`config.mk`:
```
export PLATFORM = sky130hd
export DESIGN_NAME = rr_arbiter_8_flat
export DESIGN_NICKNAME = d
export VERILOG_FILES = /design/src/rtl/rr_arbiter_8_if.sv /design/src/rtl/rr_arbiter_8.sv /design/src/flat_wrapper.sv
export SDC_FILE = /design/constraint.sdc
export NUM_CORES = 1
export LEC_CHECK = 0
export ABC_AREA = 1
export BUFFER_PORTS_ARGS = -buffer_cell sky130_fd_sc_hd__buf_4
export CAP_MARGIN = 20
export CORE_ASPECT_RATIO = 0.6
export CORE_MARGIN = 4
export CORE_UTILIZATION = 55
export DETAILED_ROUTE_END_ITERATION = 12
export GPL_TIMING_DRIVEN = 0
export HOLD_SLACK_MARGIN = 0.08
export PLACE_DENSITY_LB_ADDON = 0.25
export SLEW_MARGIN = 20
export SYNTH_ARGS = -nofsm -noshare
export SYNTH_HDL_FRONTEND = slang
export SYNTH_SLANG_ARGS = --single-unit
```
`constraint.sdc`:
```
create_clock -name clk -period 2.9 [get_ports clk]
set_input_delay 0.29 -clock clk [delete_from_list [all_inputs] [get_ports clk]]
set_output_delay 0.29 -clock clk [all_outputs]
set_load 0.005 [all_outputs]
```
`src/rtl/rr_arbiter_8_if.sv`:
```
// Request/grant bundle shared by the round-robin arbiter and its requesters.
interface rr_arbiter_8_if;
    logic       enable;
    logic [7:0] req;
    logic [7:0] gnt;
    logic [2:0] gnt_idx;
    logic       gnt_valid;
    logic       timeout;

    modport master (
        output enable, req,
        input  gnt, gnt_idx, gnt_valid, timeout
    );

    modport slave (
        input  enable, req,
        output gnt, gnt_idx, gnt_valid, timeout
    );
endinterface

```
`src/rtl/rr_arbiter_8.sv`:
```
// Eight-way round-robin arbiter with a bounded hold time per grant.
// Winner is presented as index and one-hot vector; all outputs registered.
module rr_arbiter_8 #(
    parameter int unsigned HOLD_MAX = 16
) (
    input logic           clk,
    input logic           reset_n,
    rr_arbiter_8_if.slave arb
);

    localparam int unsigned CW = (HOLD_MAX > 1) ? $clog2(HOLD_MAX) : 1;
    localparam logic [CW-1:0] CMAX = CW'(HOLD_MAX - 1);

    localparam logic [0:0] S_IDLE  = 1'b0;
    localparam logic [0:0] S_GRANT = 1'b1;

    logic [0:0]    state_q, state_d;
    logic [7:0]    gnt_q, gnt_d;
    logic [2:0]    idx_q, idx_d;
    logic [2:0]    last_q, last_d;
    logic [CW-1:0] cnt_q, cnt_d;
    logic          to_q, to_d;

    // Bit 3 flags a winner; search starts just after the last owner.
    function automatic logic [3:0] pick(input logic [7:0] r,
                                        input logic [2:0] l);
        logic [3:0] res;
        logic [2:0] j;
        res = '0;
        for (int i = 1; i <= 8; i++) begin
            j = l + 3'(i);
            if (!res[3] && r[j]) res = {1'b1, j};
        end
        return res;
    endfunction

    logic       own_req;
    logic       forced;
    logic       rel;
    logic [3:0] win_idle;
    logic [3:0] win_rel;

    assign own_req  = arb.req[idx_q];
    assign forced   = own_req && (cnt_q == CMAX);
    assign rel      = !own_req || forced;
    assign win_idle = pick(arb.req, last_q);
    assign win_rel  = pick(arb.req & ~(8'b1 << idx_q), last_q);

    always_comb begin
        state_d = state_q;
        gnt_d   = gnt_q;
        idx_d   = idx_q;
        last_d  = last_q;
        cnt_d   = cnt_q;
        to_d    = 1'b0;
        unique case (state_q)
            S_IDLE: begin
                gnt_d = '0;
                if (arb.enable && win_idle[3]) begin
                    state_d = S_GRANT;
                    idx_d   = win_idle[2:0];
                    last_d  = win_idle[2:0];
                    gnt_d   = 8'b1 << win_idle[2:0];
                    cnt_d   = '0;
                end
            end
            S_GRANT: begin
                if (rel) begin
                    to_d = forced;
                    if (arb.enable && win_rel[3]) begin
                        idx_d  = win_rel[2:0];
                        last_d = win_rel[2:0];
                        gnt_d  = 8'b1 << win_rel[2:0];
                        cnt_d  = '0;
                    end else begin
                        state_d = S_IDLE;
                        gnt_d   = '0;
                    end
                end else begin
                    cnt_d = cnt_q + CW'(1);
                end
            end
            default: begin
                state_d = S_IDLE;
                gnt_d   = '0;
            end
        endcase
    end

    always_ff @(posedge clk or negedge reset_n) begin
        if (!reset_n) begin
            state_q <= S_IDLE;
            gnt_q   <= '0;
            idx_q   <= '0;
            last_q  <= 3'd7;
            cnt_q   <= '0;
            to_q    <= 1'b0;
        end else begin
            state_q <= state_d;
            gnt_q   <= gnt_d;
            idx_q   <= idx_d;
            last_q  <= last_d;
            cnt_q   <= cnt_d;
            to_q    <= to_d;
        end
    end

    assign arb.gnt       = gnt_q;
    assign arb.gnt_idx   = idx_q;
    assign arb.gnt_valid = (state_q == S_GRANT);
    assign arb.timeout   = to_q;

endmodule

```
`src/flat_wrapper.sv`:
```
// flat-port wrapper written by rule: the top's interface ports become plain ports
module rr_arbiter_8_flat 
#(
    parameter int unsigned HOLD_MAX = 16
)
  (clk, reset_n, arb_enable, arb_req, arb_gnt, arb_gnt_idx, arb_gnt_valid, arb_timeout);
  rr_arbiter_8_if arb_i ();
  input logic clk;
  input logic reset_n;
  input wire logic [$bits(arb_i.enable)-1:0] arb_enable;
  input wire logic [$bits(arb_i.req)-1:0] arb_req;
  output wire logic [$bits(arb_i.gnt)-1:0] arb_gnt;
  output wire logic [$bits(arb_i.gnt_idx)-1:0] arb_gnt_idx;
  output wire logic [$bits(arb_i.gnt_valid)-1:0] arb_gnt_valid;
  output wire logic [$bits(arb_i.timeout)-1:0] arb_timeout;
  assign arb_i.enable = arb_enable;
  assign arb_i.req = arb_req;
  assign arb_gnt = arb_i.gnt;
  assign arb_gnt_idx = arb_i.gnt_idx;
  assign arb_gnt_valid = arb_i.gnt_valid;
  assign arb_timeout = arb_i.timeout;
  rr_arbiter_8 #(.HOLD_MAX(HOLD_MAX)) u_core (.clk(clk), .reset_n(reset_n), .arb(arb_i));
endmodule
```
# After elaboration in Yosys (flattened, before gate mapping)

Index checks and enable logic that the tools add are counted.

Div/mod/pow operators: 0
Bitwise gates (word level): 3
Multiply operators: 0
$add $sub $neg: 8
Shifts and indexed selects: 3
Order comparisons: 9
Muxes and demuxes: 68
Equal/unequal tests: 5
Reductions and logical operators: 35

Operators with widths:

| cell                                                        | number |
|---|---|
| two-way mux 4 bit                                           | 19 |
| binary-select mux 1 bit (select 3 bit)                      | 17 |
| less-than comparator 3 x 4 -> 1 bit (second input constant) | 9 |
| two-way mux 8 bit                                           | 3 |
| << shifter 1 x 3 -> 8 bit (first input constant)            | 3 |
| two-way mux 1 bit                                           | 22 |
| logical AND 1 bit                                           | 17 |
| case mux 8 bit (2 select lines)                             | 1 |
| logical NOT 1 bit                                           | 15 |
| adder 3 bit (second input constant)                         | 4 |
| two-way mux 3 bit                                           | 3 |
| AND 8 bit                                                   | 1 |
| NOT 8 bit                                                   | 1 |
| case mux 4 bit (2 select lines)                             | 1 |
| adder 3 x 2 -> 3 bit (second input constant)                | 2 |
| case mux 3 bit (2 select lines)                             | 1 |
| adder 4 x 1 -> 4 bit (second input constant)                | 1 |
| equality test 4 bit (second input constant)                 | 1 |
| != test 2 bit (second input constant)                       | 2 |
| adder 3 x 1 -> 3 bit (second input constant)                | 1 |
| != test 3 bit (second input constant)                       | 1 |
| AND reduction 3 bit                                         | 1 |
| != test 2 x 1 -> 1 bit (second input constant)              | 1 |
| case mux 1 bit (2 select lines)                             | 1 |
| other kinds (3)                                             | 3 |

Output and inout port bits: 13
Memory bits (writable): 0
Memories: 0
Bits in latches: 0
Bits in registers: 20
Bits in read-only memories: 0

# Depth between registers and ports, before layout

Gate-level depths: netlist (run 1).

Depth after elaboration: 31
Mapped depth: 23
Mapped depth without buffers: 21

# Worst setup path before layout (run 1)

Ideal clock, no wire load.

Kind: register -> register
From: register u_core.last_q[1]
To: register u_core.idx_q[2], in the netlist u_core.arb.gnt_idx[2]
Period minus slack after synthesis: 2.756 ns
Required time: 2.772 ns
Path slack: 0.144 ns
Stages on the path, launching flop included: 19
Library setup time: 0.128 ns
Path buffers: 2
Arrival: 2.628 ns
Path through: dfstp_2 inv_2 buf_2 ha_1 inv_1 buf_2 nand3_1 nand3_1 inv_1 nor2_4 nand4_2 nor2_4 nand2_1 o21ai_2 nand2_1 nand2_1 nor2_2 nand3_1 o21ai_1

Longest elaborated chain between the ends: 28
Elaborated cells between the ends (all ways): 92

Ends and longest elaborated chain:

| item                                                                          | RTL line            | text |
|---|---|---|
| start, declared                                                               | rr_arbiter_8.sv:20  | `logic [2:0] last_q, last_d;` |
| start signal, assigned                                                        | rr_arbiter_8.sv:102 | `last_q <= last_d;` |
| adder 3 x 1 -> 3 bit                                                          | rr_arbiter_8.sv:31  | `j = l + 3'(i);` |
| binary-select mux 1 bit (select 3 bit)                                        | rr_arbiter_8.sv:32  | `if (!res[3] && r[j]) res = {1'b1, j};` |
| two-way mux 1 bit (implied by the code)                                       | rr_arbiter_8.sv:32  |  |
| two-way mux 4 bit                                                             | rr_arbiter_8.sv:32  |  |
| logical NOT 1 bit                                                             | rr_arbiter_8.sv:32  |  |
| logical AND 1 bit                                                             | rr_arbiter_8.sv:32  |  |
| two-way mux 4 bit                                                             | rr_arbiter_8.sv:32  |  |
| logical NOT 1 bit                                                             | rr_arbiter_8.sv:32  |  |
| [12 not listed]                                                               | --                  |  |
| logical AND 1 bit                                                             | rr_arbiter_8.sv:32  |  |
| two-way mux 4 bit                                                             | rr_arbiter_8.sv:32  |  |
| logical NOT 1 bit                                                             | rr_arbiter_8.sv:32  |  |
| logical AND 1 bit                                                             | rr_arbiter_8.sv:32  |  |
| two-way mux 4 bit                                                             | rr_arbiter_8.sv:32  |  |
| two-way mux 3 bit, or another cell as far along                               | rr_arbiter_8.sv:70  | `if (arb.enable && win_rel[3]) begin` |
| two-way mux 3 bit, or another cell as far along                               | rr_arbiter_8.sv:68  | `if (rel) begin` |
| case mux 3 bit (2 select lines) / AND reduction 3 bit (equally long branches) | --                  |  |
| end signal, assigned                                                          | rr_arbiter_8.sv:101 | `idx_q <= idx_d;` |
| end, declared                                                                 | rr_arbiter_8.sv:19  | `logic [2:0] idx_q, idx_d;` |

Parallel ways exist; a longest one is shown, timed or not. The select of a mux whose other input is x is not followed.
A chain may end at the register's enable or synchronous reset.

# Worst setup path after layout (run 1)

From: register u_core.last_q[0]
To: register u_core.gnt_q[2], in the netlist u_core.arb.gnt[2]

Longest elaborated chain between the ends: 29
Elaborated cells between the ends (all ways): 91

Ends and longest elaborated chain:

| item                                                                  | RTL line                               | text |
|---|---|---|
| adder 3 x 1 -> 3 bit                                                  | rr_arbiter_8.sv:31                     |  |
| binary-select mux 1 bit (select 3 bit)                                | rr_arbiter_8.sv:32                     |  |
| two-way mux 1 bit (implied by the code)                               | rr_arbiter_8.sv:32                     |  |
| two-way mux 4 bit                                                     | rr_arbiter_8.sv:32                     |  |
| logical NOT 1 bit                                                     | rr_arbiter_8.sv:32                     |  |
| logical AND 1 bit                                                     | rr_arbiter_8.sv:32                     |  |
| two-way mux 4 bit                                                     | rr_arbiter_8.sv:32                     |  |
| logical NOT 1 bit                                                     | rr_arbiter_8.sv:32                     |  |
| [13 not listed]                                                       | --                                     |  |
| two-way mux 4 bit                                                     | rr_arbiter_8.sv:32                     |  |
| logical NOT 1 bit                                                     | rr_arbiter_8.sv:32                     |  |
| logical AND 1 bit                                                     | rr_arbiter_8.sv:32                     |  |
| two-way mux 4 bit                                                     | rr_arbiter_8.sv:32                     |  |
| << shifter 1 x 3 -> 8 bit / logical AND 1 bit (equally long branches) | rr_arbiter_8.sv:73, rr_arbiter_8.sv:70 |  |
| two-way mux 8 bit                                                     | rr_arbiter_8.sv:70                     |  |
| two-way mux 8 bit                                                     | rr_arbiter_8.sv:68                     |  |
| case mux 8 bit (2 select lines) (*)                                   | rr_arbiter_8.sv:56                     | `unique case (state_q)` |
| end signal, assigned                                                  | rr_arbiter_8.sv:100                    | `gnt_q <= gnt_d;` |
| end, declared                                                         | rr_arbiter_8.sv:18                     | `logic [7:0] gnt_q, gnt_d;` |

Every way passes the cells marked *; elsewhere a longest branch is shown, timed or not. The select of a mux whose other input is x is not followed.

==> results of run 1 <==
-- cell families (layout without fill, tap and decap cells) --
group | count (synthesis) | after routing | share of synthesized area
buffers and inverters | 53 | 92 | 0.09329
XOR/XNOR | 4 | 4 | 0.02381
flip-flops | 20 | 20 | 0.1958
AND/OR/NAND/NOR | 325 | 326 | 0.5928
adder cells (fa/ha/maj) | 3 | 3 | 0.01458
AO/OA/AOI/OAI | 36 | 36 | 0.07969
-- area by class of cell --
| cell class | count | area, um2 | area share |
|---|---|---|---|
| tap | 60 | 75.07 | 0.02348 |
| clock buffer | 3 | 41.29 | 0.01292 |
| sequential | 20 | 504.2 | 0.1577 |
| buffer | 11 | 101.3 | 0.03170 |
| multi-input combinational | 369 | 2002 | 0.6262 |
| timing repair buffer | 37 | 280.3 | 0.08767 |
| inverter | 40 | 162.7 | 0.05088 |
| clock inverter | 1 | 30.03 | 0.009393 |
-- worst max path at each step --
stage                                        to  depth (start not counted)             start  slack (ps)
after floorplan           u_core.arb.gnt_idx[2]                         18  u_core.last_q[1]         140
after global placement    u_core.arb.gnt_idx[0]                         17  u_core.last_q[1]        -330
after detailed placement  u_core.arb.gnt_idx[0]                         17  u_core.last_q[1]        -380
after CTS                 u_core.arb.gnt_idx[2]                         17  u_core.last_q[1]           5
after global routing      u_core.arb.gnt_idx[2]                         17  u_core.last_q[0]        -100
final                         u_core.arb.gnt[2]                         19  u_core.last_q[0]           5
-- registers in the layout, summed over array words and instances, names as in the netlist --
register / count
u_core.arb.gnt: 8
u_core.arb.gnt_idx: 3
u_core.arb.gnt_valid: 1
u_core.arb.timeout: 1
u_core.cnt_q: 4
u_core.last_q: 3
-- cell usage after synthesis (all sizes together) --
cell and n:
a21oi 7, nor4 1, nand2 132, xnor2 2
xor2 2, or2 1, dfstp 3, a221oi 1
ha 3, inv 39, clkinv 1, nor2 67
a21boi 1, nand4 14, nand3 106, o21ai 25
nand3b 2, o21bai 1, dfrtp 17, clkbuf 1
a31oi 1, buf 12, nor3 1, and2 1
-- per-stage QoR --
step | setup WS (ps) | util | setup TNS [ps]
global placement | -327.0 | 0.6562 | -4925
global route | -100.5 | 0.7432 | -1019
floorplan | 143.9 | - | 0
CTS | 5.432 | 0.6859 | 0
finish | 5.361 | 0.7432 | 0
detailed placement | -381.8 | 0.6562 | -6142
-- timing repair --
item / CTS / global route
gates cloned: 1 / 0
hold buffers: 1 / 0
endpoints found under the setup margin: 19 / 19
resized for setup: 9 / 47
endpoints found under the hold margin: 17 / 0
pin swaps: 1 / 17
setup buffers: 2 / 11
-- routing by layer --
| metal | wire (um) | global-route usage | up-vias |
|---|---|---|---|
| li1 | - | - | 1558 |
| met4 | 98 | 0.01597 | 0 |
| met3 | 1092 | 0.07807 | 20 |
| met2 | 3765 | 0.4318 | 227 |
| met5 | 0 | 0 | - |
| met1 | 3959 | 0.4485 | 1438 |
==> flow_summary.ini, run 1 <==
[placement]
hpwl_mm = 6.570
dp.cells = 524
gp_congestion = 0.9972
io_buffer_count = 23
placed_area_um2 = 2823

[logic_synthesis]
synth_top_area_frac = 0.1983
synthTopCellsByArea = nand3_1 (20%), nand2_1 (18%), dfrtp_1 (17%), nor2_1 (8.7%), inv_1 (3.4%)
syn_avg_cell_area_um2 = 5.839
synth_cell_types = 38
ys_warn_count = 0
synth_cells = 441
syn_area_um2 = 2575
yosys_register_bits = 20
synth_nets = 455
post-synth-top-area-cell = nand3_1
ys_seq_area_frac = 0.1958

[layout]
layout_common_cells = nand2_1 (114), nand3_1 (93), nor2_1 (54)
nets = 496
drive_gt1_frac = 0.2744
fillers = 349
mostFrequentLayoutCell = nand2_1
diodes = 0
area_growth_pct = 24.15
design_area_um2 = 3197
fin_cells = 541

[floorplanning]
die-area_um2 = 5876
rows = 18
start_util = 0.5986
die_y_um = 61
die_w_um = 96.34
io_pins = 24
core_um2 = 4302

[drt]
drtAntennaViolNets = 0
first_iter_violations = 508
routedWlPerCell_um = 16.48
wirelength_mm = 8.915
drc = 0
drt_pre_antenna_iters = 7
route.vias.total = 3243
via_per_inst = 5.994

[setup_path]
crit_required_ps = 3050
start_kind = register
cp.arrival_ps = 3040
crit_type = register to register
path_buf_inv = 5
cp-end-kind = register
r2r_cells = 19
r2r-start = u_core.last_q[0]
path_delay_family = simple AND/OR/NAND/NOR gates
crit_chain = clkinv_4 > ha_4 > inv_4 > buf_6 > nand3_4 > nand3_4 > nand2_4 > nor2_4 > nand4_4 > nor2_4 > nand3_2 > inv_2 > nand2_1 > nand2_2 > inv_1 > nand2_1 > nor2_1 > nor2_1 > a21oi_1
rrSetupSlack_ps = 5
cpPeakStageDelay_ps = 580
crit-reg2reg-capture = u_core.arb.gnt[2]
worstPathMaxFanout = 7
cp_slowest_cell = dfstp_2

[sta]
finalCritPeriodShare = 0.9982
min_period_ps = 2895
skew_ps = 1.593
worstMarginPinSlew_ps = 420.0
slew_viol_final = 0
hold_viol_final = 0
rsz0062_at_grt = yes
holdWs_ps = 447.5
setup_violations = 0
slew-limit-headroom = 0.7200
fmax_ghz = 0.3455

[clocking]
clock_sinks = 20
clkLatencyLatePin_ps = 270
root_buffer = clkbuf_8
cts_buffers = 3
cts_buffer_depth = 2
cts_htree_levels = 1
path_clk_slew_ps = 80
cts_tree = done

[global_routing]
antenna_found_initial = 0
grt_pass1_vias = 2699
track_usage = 0.2932
grt_first_pass_wirelength_mm = 13.21
grt_max_degree = 21
overflow = 0

[hold_path]
hold_path_class = input pin to async pin

[job]
cap_viol_max_count = 0

[status]
outcome = complete, no violations
Power of run 1 is left out: the tool's default activity adds up to more than one toggle a clock period on the data nets, which glitch-free logic cannot reach.
==> run 2, diff against run 1 <==
--- a/config.mk
+++ b/config.mk
@@ -6,11 +6,11 @@
 export NUM_CORES = 1
 export LEC_CHECK = 0
 export ABC_AREA = 1
-export BUFFER_PORTS_ARGS = -buffer_cell sky130_fd_sc_hd__buf_4
+export BUFFER_PORTS_ARGS = -buffer_cell sky130_fd_sc_hd__buf_2
 export CAP_MARGIN = 20
 export CORE_ASPECT_RATIO = 0.6
 export CORE_MARGIN = 4
-export CORE_UTILIZATION = 55
+export CORE_UTILIZATION = 36
 export DETAILED_ROUTE_END_ITERATION = 12
 export GPL_TIMING_DRIVEN = 0
 export HOLD_SLACK_MARGIN = 0.08
==> run 2 against run 1 <==
  * Wire length increased by 0.99%
  * Non-clock buffer count increased by 6
  * Maximum frequency increased by 4.5%
  * Cell count increased by 5.9%
  * Count of clock-buffer cells in the layout unchanged
  * Sequential cell count unchanged
  * Worst hold slack improved by 14 ps
  * Clock skew increased by 1.7 ps
  * Critical path depth decreased by 2
  * Utilization decreased by 26 points
  * Via count decreased by 0.83%
  * Critical endpoint is now u_core.arb.gnt[6]
  * Global-route usage decreased by 8.0 points
==> flow_summary.ini, run 2 (synthesis results as in run 1) <==
[status]
outcome = complete, no violations

[global_routing]
grt_max_degree = 21
grt_first_pass_wirelength_mm = 14.25
grt_pass1_vias = 2830
grt_most_used_layer = met1
antenna_found_initial = 0
use_met3 = 0.05844
track_usage = 0.2127
use_met2 = 0.2794
groute.layer.met1.usage = 0.3427
overflow = 0

[hold_path]
whs_endpoint = u_core.arb.gnt[2]
hold_path_class = input pin to register
min_from = arb_enable
holdPathStages = 5

[setup_path]
cp.arrival_ps = 2960
r2r_cells = 17
crit-reg2reg-capture = u_core.arb.gnt[6]
setup.worst_path.start = u_core.last_q[0]
worstPathMaxFanout = 9
start_kind = register
crit_chain = inv_8 > ha_4 > buf_8 > nand3_4 > nand3_4 > nand2_4 > nor2_4 > nand4_4 > nor2_4 > nand2_2 > nand2_1 > nand2_1 > nand2_2 > nand4_1 > o21ai_2 > nor2_2 > nor2_1
cp-end-kind = register
cp_slowest_cell = dfstp_2
r2r-start = u_core.last_q[0]
rrSetupSlack_ps = 130
cpPeakStageDelay_ps = 610
crit_required_ps = 3090
crit_type = register to register

[layout]
fin_util = 0.4850
diodes = 0
nets = 501
layout_common_cells = nand2_1 (117), nand3_1 (87), nor2_1 (55)
largest_reg_flops = 8
drive_gt1_frac = 0.2881
area_growth_pct = 28.47
mostFrequentLayoutCell = nand2_1

[sta]
setup_violations = 0
skew_ps = 3.299
slew_viol_final = 0
slew-limit-headroom = 0.6795
finalCritPeriodShare = 0.9548
holdWs_ps = 461.4
finalWorstSetupSlack_ps = 131.0
rsz0062_at_grt = yes
fmax_ghz = 0.3611
hold_viol_final = 0
min_period_ps = 2769
worstMarginPinSlew_ps = 480.8

[clocking]
clock_sinks = 20
cts_buffers = 3
path_clk_slew_ps = 60
cts_tree = done
cts_htree_levels = 1
clkLatencyLatePin_ps = 260
root_buffer = clkbuf_16
cts_buffer_depth = 2

[drt]
route.vias.total = 3216
routedWlPerCell_um = 15.71
drt_pre_antenna_iters = 6
drtAntennaViolNets = 0
wirelength_mm = 9.003
first_iter_violations = 317
via_per_inst = 5.613
drc = 0

[floorplanning]
die_y_um = 73.51
start_util = 0.3775
rows = 23
die_w_um = 117.2
core_um2 = 6820
io_pins = 24
die-area_um2 = 8614

[placement]
hpwl_mm = 6.841
gp_congestion = 0.9894
io_buffer_count = 23
place_ws_ps = -479.2

[job]
cap_viol_max_count = 0
[run 2: metal layers]
layer | part of all wire | vias to the layer above
met5 | 0 | -
met4 | 0.0077 | 0
met3 | 0.085 | 13
met2 | 0.39 | 133
met1 | 0.52 | 1507
li1 | - | 1563
[run 2: worst max-delay path by stage]
stage                             to  slack (ps)  depth (start not counted)
2_1_floorplan  u_core.arb.gnt_idx[2]         140                         18
3_3_place_gp   u_core.arb.gnt_idx[0]        -450                         17
3_5_place_dp   u_core.arb.gnt_idx[0]        -480                         17
4_1_cts        u_core.arb.gnt_idx[0]         0.2                         17
5_1_grt            u_core.arb.gnt[6]         -40                         18
6_report           u_core.arb.gnt[6]         130                         17
[run 2: area by class of cell]
cell class / instances / area, um2
buffer: 11 / 105.1
fill: 710 / 3512
multi-input combinational: 368 / 2041
clock buffer: 3 / 75.07
tap: 87 / 108.9
inverter: 40 / 172.7
timing repair buffer: 43 / 271.5
clock inverter: 1 / 30.03
sequential: 20 / 504.2
[run 2: repair_timing]
action | CTS | global route
setup endpoints to repair | 19 | 19
hold buffers | 1 | 0
resized for setup | 12 | 54
buffers inserted | 4 | 15
hold endpoints to repair | 17 | 0
pin swaps | 2 | 13
[run 2: metrics by stage]
stage	cell area [um2]	std cells	TNS (ps)
2_1_floorplan	2575	441	0
3_3_place_gp	2799	551	-6685
3_5_place_dp	2799	551	-7022
4_1_cts	2980	558	0
5_1_grt	3308	573	-143.7
6_report	3308	573	0
[run 2: critical path, delay by kind of cell (launching register included)]
kind	cells	cell delay, ps
AO/OA/AOI/OAI	1	230
buffers and inverters	2	200
AND/OR/NAND/NOR	13	1360
flip-flops	1	610
adder cells (fa/ha/maj)	1	310
Power of run 2 is left out for the same reason.
